`src/rtl/core_logic_pkg.sv`:
```
`default_nettype none
// ============================================================================
// Module  : core_logic_pkg
// Purpose : Shared types and the per-pair operation function for the
//           pipelined JTAG core-logic block.
//           op_e    - 2-bit operation code
//           stage_t - one pipeline stage of a pair: {op, b, a}
//           core_op - evaluates one op on one operand pair -> {hi, lo}
// Revision: 1.0 - initial release
// ============================================================================
package core_logic_pkg;

   localparam int OP_W = 2;

   typedef enum logic [OP_W-1:0] {
      OP_ANDOR = 2'd0,
      OP_XOR   = 2'd1,
      OP_NAND  = 2'd2,
      OP_HADD  = 2'd3
   } op_e;

   typedef struct packed {
      op_e  op;
      logic b;
      logic a;
   } stage_t;

   // Result is {hi, lo}; lo lands on the even output bit of the pair.
   function automatic logic [OP_W-1:0] core_op(input op_e op, input logic a, input logic b);
      logic [OP_W-1:0] res;
      res = '0;
      case (op)
         OP_ANDOR: res = {a | b, a & b};
         OP_XOR:   res = {~(a ^ b), a ^ b};
         OP_NAND:  res = {~(a | b), ~(a & b)};
         OP_HADD:  res = {a & b, a ^ b};
      endcase
      return res;
   endfunction

endpackage
`default_nettype wire

```
`src/rtl/core_logic_pair.sv`:
```
`default_nettype none
// ============================================================================
// Module  : core_logic_pair
// Purpose : One operand pair: runtime mode register, operand/mode pipeline of
//           LATENCY-1 stages, and a result register loaded when out_en is set.
// Ports   : TCK, TRST_N       - clock, async active-low reset
//           mode_load_i       - load mode_i into the mode register
//           mode_i [1:0]      - op code for this pair
//           a, b              - operands
//           out_en            - result register load (capture reaching output)
//           result [1:0]      - {hi, lo}
// Revision: 1.0 - initial release
// ============================================================================
module core_logic_pair
   import core_logic_pkg::*;
#(
   parameter int LATENCY = 1
) (
   input  logic            TCK,
   input  logic            TRST_N,
   input  logic            mode_load_i,
   input  logic [OP_W-1:0] mode_i,
   input  logic            a,
   input  logic            b,
   input  logic            out_en,
   output logic [OP_W-1:0] result
);

   op_e             r_mode;
   stage_t          w_last;
   logic [OP_W-1:0] r_result;

   // A capture in the same cycle as a load still sees the old mode.
   always_ff @(posedge TCK or negedge TRST_N) begin
      if (!TRST_N)          r_mode <= OP_ANDOR;
      else if (mode_load_i) r_mode <= op_e'(mode_i);
   end

   if (LATENCY == 1) begin : g_direct
      assign w_last = '{op: r_mode, b: b, a: a};
   end else begin : g_stages
      // Mode travels with its operands so later loads never touch in-flight data.
      stage_t r_stage [LATENCY-1];
      always_ff @(posedge TCK or negedge TRST_N) begin
         if (!TRST_N) begin
            for (int i = 0; i < LATENCY-1; i++) r_stage[i] <= '0;
         end else begin
            r_stage[0] <= '{op: r_mode, b: b, a: a};
            for (int i = 1; i < LATENCY-1; i++) r_stage[i] <= r_stage[i-1];
         end
      end
      assign w_last = r_stage[LATENCY-2];
   end

   always_ff @(posedge TCK or negedge TRST_N) begin
      if (!TRST_N)     r_result <= '0;
      else if (out_en) r_result <= core_op(w_last.op, w_last.a, w_last.b);
   end

   assign result = r_result;

endmodule
`default_nettype wire

```
`src/rtl/core_logic_pipe.sv`:
```
`default_nettype none
// ============================================================================
// Module  : core_logic_pipe
// Purpose : Registered, parametrised JTAG core-logic block. NUM_PAIRS operand
//           pairs with per-pair runtime op, LATENCY-deep pipeline on TCK,
//           valid strobe for the BSR capture side, optional output MISR.
// Config  : CORE_LOGIC_MISR_EN - when defined, builds the MISR over data_out;
//           otherwise misr_o is tied to zero and misr_clr_i is ignored.
// Ports   : TCK, TRST_N            - clock, async active-low reset
//           capture_i              - sample data_in and current modes
//           data_in  [2*NP-1:0]    - pair k = {b,a} at [2k+1:2k]
//           mode_load_i, mode_i    - per-pair op code load
//           data_out [2*NP-1:0]    - pair k result {hi,lo} at [2k+1:2k]
//           valid_o                - data_out updated this cycle
//           misr_clr_i, misr_o     - signature clear / value
// Revision: 1.0 - initial release
// ============================================================================
module core_logic_pipe
   import core_logic_pkg::*;
#(
   parameter int                NUM_PAIRS = 2,
   parameter int                LATENCY   = 1,
   parameter int                MISR_W    = 16,
   parameter logic [MISR_W-1:0] MISR_POLY = 16'h1021
) (
   input  logic                   TCK,
   input  logic                   TRST_N,
   input  logic                   capture_i,
   input  logic [2*NUM_PAIRS-1:0] data_in,
   input  logic                   mode_load_i,
   input  logic [2*NUM_PAIRS-1:0] mode_i,
   output logic [2*NUM_PAIRS-1:0] data_out,
   output logic                   valid_o,
   input  logic                   misr_clr_i,
   output logic [MISR_W-1:0]      misr_o
);

   localparam int DW = 2 * NUM_PAIRS;

   if (LATENCY < 1 || LATENCY > 4) begin : g_bad_latency
      $error("core_logic_pipe: LATENCY must be in 1..4");
   end

   // Shared valid shift register; its last bit is valid_o.
   logic [LATENCY-1:0] r_vld;
   logic               w_out_en;

   always_ff @(posedge TCK or negedge TRST_N) begin
      if (!TRST_N) begin
         r_vld <= '0;
      end else begin
         r_vld[0] <= capture_i;
         for (int i = 1; i < LATENCY; i++) r_vld[i] <= r_vld[i-1];
      end
   end

   // Result registers load in the same edge valid_o rises.
   if (LATENCY == 1) begin : g_en_direct
      assign w_out_en = capture_i;
   end else begin : g_en_piped
      assign w_out_en = r_vld[LATENCY-2];
   end

   assign valid_o = r_vld[LATENCY-1];

   for (genvar k = 0; k < NUM_PAIRS; k++) begin : g_pair
      core_logic_pair #(
         .LATENCY (LATENCY)
      ) u_pair (
         .TCK         (TCK),
         .TRST_N      (TRST_N),
         .mode_load_i (mode_load_i),
         .mode_i      (mode_i[2*k+1:2*k]),
         .a           (data_in[2*k]),
         .b           (data_in[2*k+1]),
         .out_en      (w_out_en),
         .result      (data_out[2*k+1:2*k])
      );
   end

`ifdef CORE_LOGIC_MISR_EN
   logic [MISR_W-1:0] r_misr;
   logic [MISR_W-1:0] w_fold;

   // Wider outputs are XOR-folded into MISR_W bits; narrower ones zero-extend.
   always_comb begin
      w_fold = '0;
      for (int c = 0; c < DW; c += MISR_W) begin
         w_fold = w_fold ^ MISR_W'(data_out >> c);
      end
   end

   // Compacts the result present during the valid_o cycle.
   always_ff @(posedge TCK or negedge TRST_N) begin
      if (!TRST_N)         r_misr <= '0;
      else if (misr_clr_i) r_misr <= '0;
      else if (valid_o)
         r_misr <= ({r_misr[MISR_W-2:0], 1'b0} ^ (r_misr[MISR_W-1] ? MISR_POLY : '0)) ^ w_fold;
   end

   assign misr_o = r_misr;
`else
   logic w_unused_misr_clr;
   assign w_unused_misr_clr = misr_clr_i;
   assign misr_o            = '0;
`endif

endmodule
`default_nettype wire

```
`config.mk`:
```
export PLATFORM = sky130hd
export DESIGN_NAME = core_logic_pipe
export DESIGN_NICKNAME = d
export VERILOG_FILES = /design/src/rtl/core_logic_pkg.sv /design/src/rtl/core_logic_pair.sv /design/src/rtl/core_logic_pipe.sv
export SDC_FILE = /design/constraint.sdc
export NUM_CORES = 1
export LEC_CHECK = 0
export ABC_CLOCK_PERIOD_IN_PS = 1600
export CAP_MARGIN = 5
export CORE_UTILIZATION = 35
export DETAILED_ROUTE_END_ITERATION = 12
export DONT_BUFFER_PORTS = 1
export SLEW_MARGIN = 0
export SYNTH_ARGS = -nofsm -noshare
export SYNTH_HDL_FRONTEND = slang
export SYNTH_HIERARCHICAL = 1
export SYNTH_SLANG_ARGS = --single-unit
```
`constraint.sdc`:
```
create_clock -name TCK -period 1.6 [get_ports TCK]
set_clock_uncertainty 0.2 [all_clocks]
set_input_delay 0.24 -clock TCK [delete_from_list [all_inputs] [get_ports TCK]]
set_output_delay 0.24 -clock TCK [all_outputs]
set_load 0.01 [all_outputs]
```
**Word level (Yosys, flattened, before mapping)**

Cells that the tools add are included.

- Register bits after elaboration: 9
- Input bits: 13
- Output and inout port bits: 21

- Equality and inequality tests: 6
- Mux-type cells: 2
- Bitwise operators: 12
- Reductions and logical operators: 2

Operator list:

| kind | number |
|---|---|
| 2-bit one-hot mux with 4 select lines | 2 |
| 2-bit equality test, second input constant | 4 |
| 1-bit inverter | 6 |
| 2-bit by 1-bit equality test with 1-bit output, second input constant | 2 |
| 2-bit zero test | 2 |
| 1-bit AND | 2 |
| 1-bit bitwise OR | 2 |
| 1-bit bitwise XOR | 2 |

**Longest topological paths before layout**

- Depth after elaboration: 3
- Mapped depth: 5

**Modules after synthesis**

Netlist, hierarchy kept.

By module, submodules not included:

| module | times used | cells an instance | area each (sq um) |
|---|---|---|---|
| core_logic_pair | 2 | 23 | 222.7 |
| core_logic_pipe | 1 | 18 | 148.9 |

**Worst setup path after synthesis**

Ideal clock, no wire load.

- Path kind: input to register
- Start: input data_in[0]
- End: register g_pair[0].u_pair.r_result[1]
- Arrival time: 0.978 ns
- Data required time: 1.274 ns
- Slack: 0.296 ns
- Cell stages on the path: 5
- Buffers on the path: 0
- Path through: inv_1 ha_1 xnor2_1 and3_1 a311o_1

- Word-level cells in the longest chain between the ends: 3
- Elaborated cells between the ends (all ways): 6

Ends and longest elaborated chain:

| element | RTL line | source |
|---|---|---|
| from (decl) | core_logic_pipe.sv:29 | `input logic [2*NUM_PAIRS-1:0] data_in,` |
| 1-bit bitwise OR or 1-bit bitwise XOR (tied branches) | core_logic_pkg.sv:33, core_logic_pkg.sv:35, core_logic_pkg.sv:34 |  |
| 1-bit inverter (on tied branches) | core_logic_pkg.sv:35, core_logic_pkg.sv:34 |  |
| 2-bit one-hot mux with 4 select lines * | core_logic_pkg.sv:32 | `case (op)` |
| to (signal assigned) | core_logic_pair.sv:57 | `else if (out_en) r_result <= core_op(w_last.op, w_last.a, w_last.b);` |
| to (decl) | core_logic_pair.sv:31 | `logic [OP_W-1:0] r_result;` |

Every way passes the cells marked *; elsewhere a longest branch is shown, timed or not.
A chain may end at the register's enable or synchronous reset.

**Worst setup path in the final report**

- Start: input mode_load_i
- End: register g_pair[0].u_pair.r_mode[1]

RTL lines:

| element | RTL line | source |
|---|---|---|
| from (decl) | core_logic_pipe.sv:30 | `input logic mode_load_i,` |
| to (signal assigned) | core_logic_pair.sv:36 | `else if (mode_load_i) r_mode <= op_e'(mode_i);` |
| to (decl) | core_logic_pair.sv:29 | `op_e r_mode;` |

No word-level cell between the ends.

==> metrics.csv <==
stage;metric;value;unit
clock_network;cts_tree;yes;
timing;finalMaxSlewViolations;0;
clock_network;hold_buffers;7;
logic_synthesis;yosysSeqAreaShare;0.3789;
global_route;grt_use_total;0.1103;
worst_setup_path;worstSetupPathType;in2reg;
timing;fin_tns_setup;0;ns
worst_setup_path;cpMaxStageDelayCell;dlygate4sd3_1;
finish;drive_above_1_share;0.04054;
clock_network;cts_max_level;1;
global_route;grt_pass1_wl;1435;µm
logic_synthesis;synth_cell_types;16;
route;drtPass1Iterations;4;
route;drtIter0Drc;5;
worst_setup_path;r2r_cells;3;
clock_network;post-cts-setup-buffers;0;
timing;setup_viol;0;
worst_setup_path;cp.required;1.54;ns
finish;nNetsFinal;92;
timing;grt_setup_unrepaired;false;
route;wirelength;892;µm
clock_network;clkSinkCount;9;
worst_setup_path;max_stage_delay;0.65;ns
clock_network;numCtsBuffers;3;
worst_setup_path;cp_cell_sequence;dlygate4sd3_1 > mux2_1;
route;met3RoutedLength;92;µm
timing;min_period_over_period;0.8124;
route;drc;0;
finish;syn_to_final_growth;8.842;%
place;place.gp.congestion;0.6540;
worst_setup_path;critPathLaunchType;input port;
worst_setup_path;cpLargestDelayFamily;buffers and inverters;
worst_setup_path;endpoint;g_pair[0].u_pair/r_mode[1];
timing;fmax;0.7694;GHz
place;hpwl;668.4;µm
worst_setup_path;reg2reg_from;g_pair[0].u_pair/r_mode[1];
worst_setup_path;endpoint_kind;register;
timing;whs;0.01937;ns
logic_synthesis;avgSynthCellArea;9.286;µm²
place;dpl_cell_area;550.5;µm²
power_and_ir_drop;totalPowerFinal;0.5634;mW
route;vias;399;
power_and_ir_drop;powerDensity;870.9;nW/µm²
global_route;antenna_found_initial;0;
route;wl_met2;408;µm
clock_network;clockBufferDepth;2;
logic_synthesis;netlist_instances;64;
finish;diodes;0;
power_and_ir_drop;p_leak;0.3320;nW
timing;hold_viol_final;0;
logic_synthesis;yosys_warnings;6;
worst_hold_path;hold_class;in2reg;
logic_synthesis;mappedNetlistArea;594.3;µm²
worst_setup_path;path_depth;2;
floorplanning;rows;14;
floorplanning;die_x;43.21;µm
route;dr.max_layer_used;met3;
run;timing.max_cap.violations;0;
clock_network;ctsResizeCount;0;
finish;postLayoutCellArea;646.9;µm²
route;ant_nets;0;
clock_network;clk_latency;0.26;ns
floorplanning;die-area;1867;µm²
floorplanning;die_h;43.21;µm
worst_setup_path;crit_start;mode_load_i;
clock_network;clk_pin_slew_worst_paths;0.06;ns
power_and_ir_drop;ir_drop;0.0003842;V
timing;period_needed;1.300;ns
logic_synthesis;ys_seq_elements;9;
route;wl_per_cell;9.911;µm
worst_setup_path;reg2reg_slack;0.31;ns
global_route;grt_max_degree;10;
finish;fill_cells;176;
global_route;grt_pass1_vias;339;
route;wl_met1;390;µm
run_status;status;finished clean;
worst_setup_path;path_max_fanout;6;
worst_setup_path;critPathArrivalTime;1.24;ns
floorplanning;coreArea;1541;µm²
clock_network;cts_root_buf;clkbuf_4;
worst_setup_path;path_buf_inv;1;
worst_setup_path;reg2reg_to;g_pair[0].u_pair/result[1];
route;viasPerCell;4.433;
place;io_buffers;0;
floorplanning;ioPinCount;34;
global_route;grt.overflow.total;0;
floorplanning;initial_core_util;0.3856;
[worst min-delay path by stage]
stage          cells after the start  startpoint  slack (ns)                    endpoint
2_1_floorplan                      0      TRST_N       -0.26  g_pair[0].u_pair/r_mode[0]
3_3_place_gp                       0      TRST_N       -0.26  g_pair[1].u_pair/result[0]
3_5_place_dp                       0      TRST_N       -0.26  g_pair[1].u_pair/result[0]
4_1_cts                            2   capture_i        0.01  g_pair[1].u_pair/result[1]
5_1_grt                            2   capture_i        0.03  g_pair[1].u_pair/result[1]
6_report                           2   capture_i        0.02  g_pair[1].u_pair/result[1]
[synth_stat cells, drive strengths merged]
| library cell | number | area [µm²] |
|---|---|---|
| o21ai | 6 | 30.03 |
| nand2 | 4 | 15.01 |
| conb | 1 | 3.750 |
| inv | 8 | 30.03 |
| a311o | 2 | 20.02 |
| buf | 16 | 120.1 |
| ha | 4 | 50.05 |
| o22ai | 2 | 12.51 |
| nor2b | 2 | 12.51 |
| xnor2 | 2 | 17.52 |
| and3 | 2 | 12.51 |
| or2 | 2 | 12.51 |
| a21oi | 2 | 10.01 |
| mux2 | 2 | 22.52 |
| dfrtp | 9 | 225.2 |
[stage by stage]
step                std cells  utilization  setup slack (ns)
global route               90       0.4196            0.2387
CTS                        90       0.4196            0.2937
floorplan                  79            -            0.2961
finish                     90       0.4196            0.3002
global placement           79       0.3571            0.2712
detailed placement         79       0.3571            0.2593
[where the power goes]
group | internal (mW) | switching, mW | leakage (nW)
registers | 0.256 | 0.0290 | 0.108
clock network | 0.0960 | 0.0771 | 0.0150
logic | 0.0498 | 0.0558 | 0.209
[cells in the final DEF, fill, tap and decap left out]
master / netlist / layout
a21oi_1: 2 / 2
a311o_1: 2 / 2
and3_1: 2 / 2
clkbuf_1: 0 / 1
clkbuf_4: 0 / 3
conb_1: 1 / 16
dfrtp_1: 9 / 9
dlygate4sd3_1: 0 / 7
ha_1: 4 / 4
inv_1: 8 / 8
mux2_1: 2 / 2
nand2_1: 4 / 4
nor2b_1: 2 / 2
o21ai_0: 4 / 4
o21ai_1: 2 / 2
o22ai_1: 2 / 2
or2_1: 2 / 2
xnor2_1: 2 / 2
[registers in the layout, summed over array words and instances (netlist names)]
signal / cells
g_pair.u_pair/result: 4
valid_o: 1
g_pair.u_pair/r_mode: 4
[kinds of logic (layout without fill, tap and decap cells)]
family | Yosys count | count (layout) | share of synthesized area
buf+inv | 24 | 19 | 0.2526
compound gates | 12 | 12 | 0.1221
simple gates | 10 | 10 | 0.08840
flops | 9 | 9 | 0.3790
fa+ha+maj | 4 | 4 | 0.08421
xor+xnor | 2 | 2 | 0.02948
mux | 2 | 2 | 0.03789
other cells | 1 | 16 | 0.006310
[final cells by class]
class	instances	area [µm²]	share of cell area
Multi-Input combinational cell	46	275.3	0.4255
Inverter	8	30.03	0.04642
Sequential cell	9	225.2	0.3482
Timing Repair Buffer	7	70.07	0.1083
Tap cell	16	20.02	0.03095
Clock buffer	4	26.28	0.04062
[routing by layer]
layer / vias up / track usage
li1: 195 / -
met1: 181 / 0.1326
met2: 23 / 0.1493
met3: 0 / 0.07234
met4: 0 / 0.05455
met5: - / 0
(Power assumes the default switching activity.)
